**config.mk**
```make
export PLATFORM = sky130hd
export DESIGN_NAME = cola_payer_fsm
export DESIGN_NICKNAME = d
export VERILOG_FILES = /design/src/rtl/cola_payer_fsm_pkg.sv /design/src/rtl/cola_payer_fsm_coin_pulse_gen.sv /design/src/rtl/cola_payer_fsm.sv
export SDC_FILE = /design/constraint.sdc
export NUM_CORES = 1
export LEC_CHECK = 0
export ABC_AREA = 1
export CORE_MARGIN = 2
export CORE_UTILIZATION = 55
export CTS_CLUSTER_SIZE = 25
export DETAILED_ROUTE_END_ITERATION = 7
export PLACE_DENSITY = 0.78
export SYNTH_ARGS = -nofsm -noshare
export SYNTH_HDL_FRONTEND = slang
export SYNTH_SLANG_ARGS = --single-unit
```
**constraint.sdc**
```tcl
create_clock -name sys_clk -period 2.2 [get_ports sys_clk]
set_input_delay 0.55 -clock sys_clk [delete_from_list [all_inputs] [get_ports sys_clk]]
set_output_delay 0.55 -clock sys_clk [all_outputs]
set_load 0.02 [all_outputs]
```
**src/rtl/cola_payer_fsm_pkg.sv**
```systemverilog
// cola_pkg: shared states, coin modes and widths for cola_payer_fsm
package cola_pkg;
  typedef enum logic [2:0] {IDLE, PAY, GAP, WAIT, DONE, ERR} state_t;
  localparam logic [1:0] MODE_HALF = 2'd0;
  localparam logic [1:0] MODE_ONE = 2'd1;
  localparam logic [1:0] MODE_MIX = 2'd2;
  localparam int PRICE_HALF_DEF = 5;
  localparam int PAID_W = 8;
  localparam int GAP_W = 4;
  localparam int TMO_W = 8;
  function automatic logic coin_is_one(input logic [1:0] mode, input logic [1:0] idx);
    return mode == MODE_HALF ? 1'b0 : (mode & MODE_MIX) != 2'd0 ? idx < 2'd2 : mode == MODE_ONE;
  endfunction
endpackage

```
**src/rtl/cola_payer_fsm_coin_pulse_gen.sv**
```systemverilog
// coin_pulse_gen: exclusive one-cycle coin pulses plus the inter-coin gap counter
module coin_pulse_gen import cola_pkg::*; #(
  parameter int GAP_CYC = 2
) (
  input  logic sys_clk,
  input  logic sys_rst_n,
  input  logic req,
  input  logic is_one,
  input  logic gap_load,
  output logic po_money_half,
  output logic po_money_one,
  output logic ready
);
  // loaded one short so the return to PAY lands the next coin GAP_CYC idle cycles later
  localparam logic [GAP_W-1:0] GAP_LD = GAP_W'(GAP_CYC == 0 ? 0 : GAP_CYC - 1);
  logic [GAP_W-1:0] gap_cnt;
  always_ff @(posedge sys_clk) begin
    if (!sys_rst_n) begin
      po_money_half <= 1'b0;
      po_money_one <= 1'b0;
      gap_cnt <= '0;
    end else begin
      po_money_half <= req & ~is_one;
      po_money_one <= req & is_one;
      gap_cnt <= gap_load ? GAP_LD : gap_cnt - GAP_W'(gap_cnt != '0);
    end
  end
  assign ready = gap_cnt == '0;
endmodule

```
**src/rtl/cola_payer_fsm.sv**
```systemverilog
// cola_payer_fsm: customer-side coin driver for the cola vending FSM
// COLA_PAYER_STAT_EN adds spent_total, the cumulative half-yuan units inserted since reset
module cola_payer_fsm import cola_pkg::*; #(
  parameter int PRICE_HALF = PRICE_HALF_DEF,
  parameter int GAP_CYC = 2,
  parameter int TIMEOUT_CYC = 8
) (
  input  logic       sys_clk,
  input  logic       sys_rst_n,
  input  logic       start,
  input  logic [3:0] buy_num,
  input  logic [1:0] coin_mode,
  input  logic       pi_cola,
  input  logic       pi_change,
  output logic       po_money_half,
  output logic       po_money_one,
  output logic       busy,
  output logic       done,
  output logic       err,
  output logic [3:0] cola_cnt,
  output logic [3:0] change_cnt
`ifdef COLA_PAYER_STAT_EN
  ,output logic [15:0] spent_total
`endif
);
  state_t state, nxt;
  logic [3:0] buy_q;
  logic [1:0] mode_q, coin_idx;
  logic [PAID_W-1:0] paid, paid_nxt;
  logic [TMO_W-1:0] tmo;
  logic req, is_one, gap_load, ready, cola_hit;
  always_comb begin
    nxt = state;
    req = 1'b0;
    gap_load = 1'b0;
    is_one = coin_is_one(mode_q, coin_idx);
    paid_nxt = paid + (is_one ? PAID_W'(2) : PAID_W'(1));
    cola_hit = state == WAIT && pi_cola;
    case (state)
      IDLE: nxt = !start ? IDLE : buy_num == 4'd0 ? DONE : PAY;
      PAY: begin
        req = 1'b1;
        gap_load = paid_nxt < PAID_W'(PRICE_HALF) && GAP_CYC != 0;
        nxt = paid_nxt >= PAID_W'(PRICE_HALF) ? WAIT : GAP_CYC == 0 ? PAY : GAP;
      end
      GAP: nxt = ready ? PAY : GAP;
      WAIT: begin
        gap_load = pi_cola;
        nxt = pi_cola ? (cola_cnt + 4'd1 == buy_q ? DONE : GAP_CYC == 0 ? PAY : GAP)
                      : tmo + TMO_W'(1) == TMO_W'(TIMEOUT_CYC) ? ERR : WAIT;
      end
      default: nxt = IDLE;
    endcase
  end
  always_ff @(posedge sys_clk) begin
    if (!sys_rst_n) begin
      state <= IDLE;
      busy <= 1'b0;
      done <= 1'b0;
      err <= 1'b0;
      cola_cnt <= '0;
      change_cnt <= '0;
      buy_q <= '0;
      mode_q <= '0;
      coin_idx <= '0;
      paid <= '0;
      tmo <= '0;
    end else begin
      state <= nxt;
      busy <= nxt != IDLE;
      done <= state == DONE;
      tmo <= state == WAIT ? tmo + TMO_W'(1) : '0;
      if (state == IDLE && start) begin
        buy_q <= buy_num;
        mode_q <= coin_mode;
        cola_cnt <= '0;
        change_cnt <= '0;
        err <= 1'b0;
        paid <= '0;
        coin_idx <= '0;
      end else begin
        if (req) begin
          paid <= paid_nxt;
          coin_idx <= coin_idx + 2'(coin_idx != 2'd3);
        end
        if (cola_hit) begin
          cola_cnt <= cola_cnt + 4'd1;
          paid <= '0;
          coin_idx <= '0;
        end
        if (state != IDLE && pi_change && change_cnt != 4'hF) change_cnt <= change_cnt + 4'd1;
        if (nxt == ERR) err <= 1'b1;
      end
    end
  end
`ifdef COLA_PAYER_STAT_EN
  always_ff @(posedge sys_clk) begin
    if (!sys_rst_n) spent_total <= '0;
    else if (req) spent_total <= spent_total + (is_one ? 16'd2 : 16'd1);
  end
`endif
  coin_pulse_gen #(.GAP_CYC(GAP_CYC)) u_coin (
    .sys_clk(sys_clk),
    .sys_rst_n(sys_rst_n),
    .req(req),
    .is_one(is_one),
    .gap_load(gap_load),
    .po_money_half(po_money_half),
    .po_money_one(po_money_one),
    .ready(ready)
  );
endmodule

```
==> impl_metrics.yaml, run 1 <==
run:
  maxCapViolCount: 0
yosys:
  syn_area_um2: 2146
  syn_area_per_cell_um2: 7.035
  syn_inst: 305
  ys_seq_elements: 44
  yosysWarnings: 0
  netlist-cell-type-count: 30
  seq_area_frac_synth: 0.4105
  yosysTopAreaCellShare: 0.4105
  synth_nets: 322
  synth_area_leaders: "dfxtp_1 41%, nand2_1 12%, inv_1 8.4%"
  synth_top_cell_by_area: "dfxtp_1"
clock_network:
  cts_buffers: 5
  cts_buffer_depth: 2
  cts_tree: "yes"
  post_cts_buffers: 0
  root_buffer: "clkbuf_8"
  cts.reportedPaths.clkPinSlew_ns: 0.08
  clk_latency_ns: 0.30
  htreeDepth: 2
  cts_hold_buf: 0
  clkSinkCount: 44
die:
  die_area_um2: 4417
  io_pins: 24
  start_util: 0.5774
  num_rows: 22
  die_w_um: 66.46
  fp.dieH_um: 66.46
  fp.coreArea_um2: 3716
power_and_ir_drop:
  power_switching_mw: 0.7489
  p_sw_frac: 0.3431
  finalPower_mw: 2.183
  pwr-share-comb: 0.319
  p_clk_frac: 0.236
  ir_drop_v: 0.0004421
  p_per_area_nw_per_um2: 859.3
  leakagePower_nw: 1.117
  p_int_mw: 1.434
  seqPwrFrac: 0.445
place:
  io_buffers: 23
  globalplace.congestion: 0.8574
  dp_cells: 376
  dp_slack_ns: 0.2039
  post_dp_cell_area_um2: 2446
  place_hpwl_um: 3166
timing:
  setup_viol: 0
  holdWs_ns: 0.4556
  fin_crit_sh: 0.9094
  fmax_mhz: 499.8
  timing.final.ws_setup_ns: 0.1993
  final_hold_viol_count: 0
  slew_headroom: 0.7723
  tns_ns: 0
  grt_setup_unrepaired: "false"
  worst_pin_slew_ns: 0.3404
  clock_skew_ns: 0.006802
  min_period_ns: 2.001
  finalMaxSlewViolations: 0
grt:
  grt_pass1_vias: 1738
  antenna_found_initial: 0
  overflow: 0
  grt_pass1_wl_um: 7065
  grt_max_degree: 18
  track_usage: 0.2092
final_layout:
  stdcell_count: 384
  num_antenna_cells: 0
  fillers: 334
  drive_above_1_share: 0.09226
  mostFrequentLayoutCells: "66 x nand2_1, 48 x inv_1, 44 x dfxtp_1"
  final_util: 0.6835
  syn_to_final_growth_pct: 18.37
  nNetsFinal: 352
  final_common_cell: "nand2_1"
  design_area_um2: 2540
routing:
  viasPerCell: 4.969
  postRouteAntennaNets: 0
  drc: 0
  wl_per_cell_um: 10.92
  dr.pass1.iters: 4
  vias: 1908
  drt_iter0_drc: 73
  routed_wl_um: 4195
setup_path:
  arrival_ns: 2.19
  crit_fanout: 5
  crit_family: "simple AND/OR/NAND/NOR gates"
  critPathCaptureType: "flip-flop"
  path_class: "reg -> reg"
  critical_path_buf_inv_count: 3
  start_kind: "flip-flop"
  crit_slowest_cell: "dfxtp_1"
  path_cells: "nand2_1, nand2_2, xor2_1, inv_1, ha_1, inv_1, nand2_2, nand3_1, nand2_1, nor2_1, nand3_1, o21ai_2, inv_1, nand2_1, nor2_1"
  critPathMaxStageDelay_ns: 0.36
  worstPathRequired_ns: 2.39
run_status:
  status: "completed"
worst_hold_path:
  holdCritPathClass: "reg -> reg"
[kinds of logic (layout without fill, tap and decap cells)]
family	after synthesis	in the layout	share of synthesized area
AO/OA/AOI/OAI	43	43	0.1108
buffers and inverters	56	87	0.09854
AND/OR/NAND/NOR	146	146	0.3044
adder cells (fa/ha/maj)	6	6	0.03498
flip-flops	44	44	0.4105
XOR/XNOR	10	10	0.04082
[cell usage after synthesis, drive strengths merged]
| cell | count |
|---|---|
| buf | 1 |
| xor2 | 7 |
| xnor2 | 3 |
| nor2 | 36 |
| dfxtp | 44 |
| o21bai | 1 |
| nor3 | 9 |
| nor4 | 2 |
| inv | 53 |
| or2 | 3 |
| o211ai | 1 |
| nand4 | 3 |
| and3 | 1 |
| o21ai | 12 |
| nand2 | 72 |
| o21a | 2 |
| clkbuf | 2 |
| a21oi | 25 |
| nand3 | 19 |
| nand3b | 1 |
| a211oi | 2 |
| ha | 6 |
[area by class of cell]
| class | count | area, um2 | area share |
|---|---|---|---|
| well taps | 48 | 60.06 | 0.02365 |
| flip-flops and latches | 44 | 880.8 | 0.3468 |
| repair buffers | 26 | 252.7 | 0.09951 |
| inverters | 53 | 198.9 | 0.07833 |
| multi-input cells | 205 | 1057 | 0.4163 |
| clock buffers | 8 | 90.09 | 0.03547 |
[power groups by stage]
stage | logic [mW] | registers, mW | clock network [mW]
floorplan | 0.496 | 0.998 | 0
global placement | 0.680 | 0.987 | 0
detailed placement | 0.693 | 0.989 | 0
CTS | 0.699 | 0.971 | 0.528
global route | 0.791 | 0.980 | 0.562
finish | 0.697 | 0.971 | 0.515
[per-layer routing]
| layer | share of wire | global-route usage | routed length, um |
|---|---|---|---|
| met5 | 0 | 0 | 0 |
| met4 | 0.029 | 0.1071 | 120 |
| met3 | 0.032 | 0.04054 | 135 |
| met2 | 0.46 | 0.3600 | 1920 |
| met1 | 0.48 | 0.2453 | 2019 |
[worst paths after layout]
kind	depth (start not counted)	from	endpoint	slack [ns]
worst max register to register	15	coin_idx[1]$_SDFFE_PP0P_	u_coin.gap_cnt[2]$_SDFF_PP0_	0.20
worst max-delay path	15	coin_idx[1]$_SDFFE_PP0P_	u_coin.gap_cnt[2]$_SDFF_PP0_	0.20
worst min register to register	2	err$_SDFFE_PP0N_	err$_SDFFE_PP0N_	0.46
worst min-delay path	2	err$_SDFFE_PP0N_	err$_SDFFE_PP0N_	0.46
[tightest hold or removal path: stages, from the launching register on]
cell and delay [ns]:
dfxtp_1 0.31, inv_1 0.05, a21oi_1 0.05
[what timing repair did]
item	in CTS	in global routing
endpoints found under the setup margin	0	3
resized for setup	0	1
endpoints found under the hold margin	0	0
[flip-flops by register name (all words and copies together) (netlist names)]
register	cells
tmo	8
u_coin.gap_cnt	4
change_cnt	4
u_coin.po_money_half	1
u_coin.po_money_one	1
state	3
done	1
buy_q	4
paid	8
busy	1
cola_cnt	4
coin_idx	2
mode_q	2
err	1
Note: power is estimated with default switching activity, not from simulation.
==> run 2: changes to the inputs <==
- SLEW_MARGIN: default -> 10
==> results of run 2 <==
The final DEF is identical to that of run 1; final timing and power are the same.
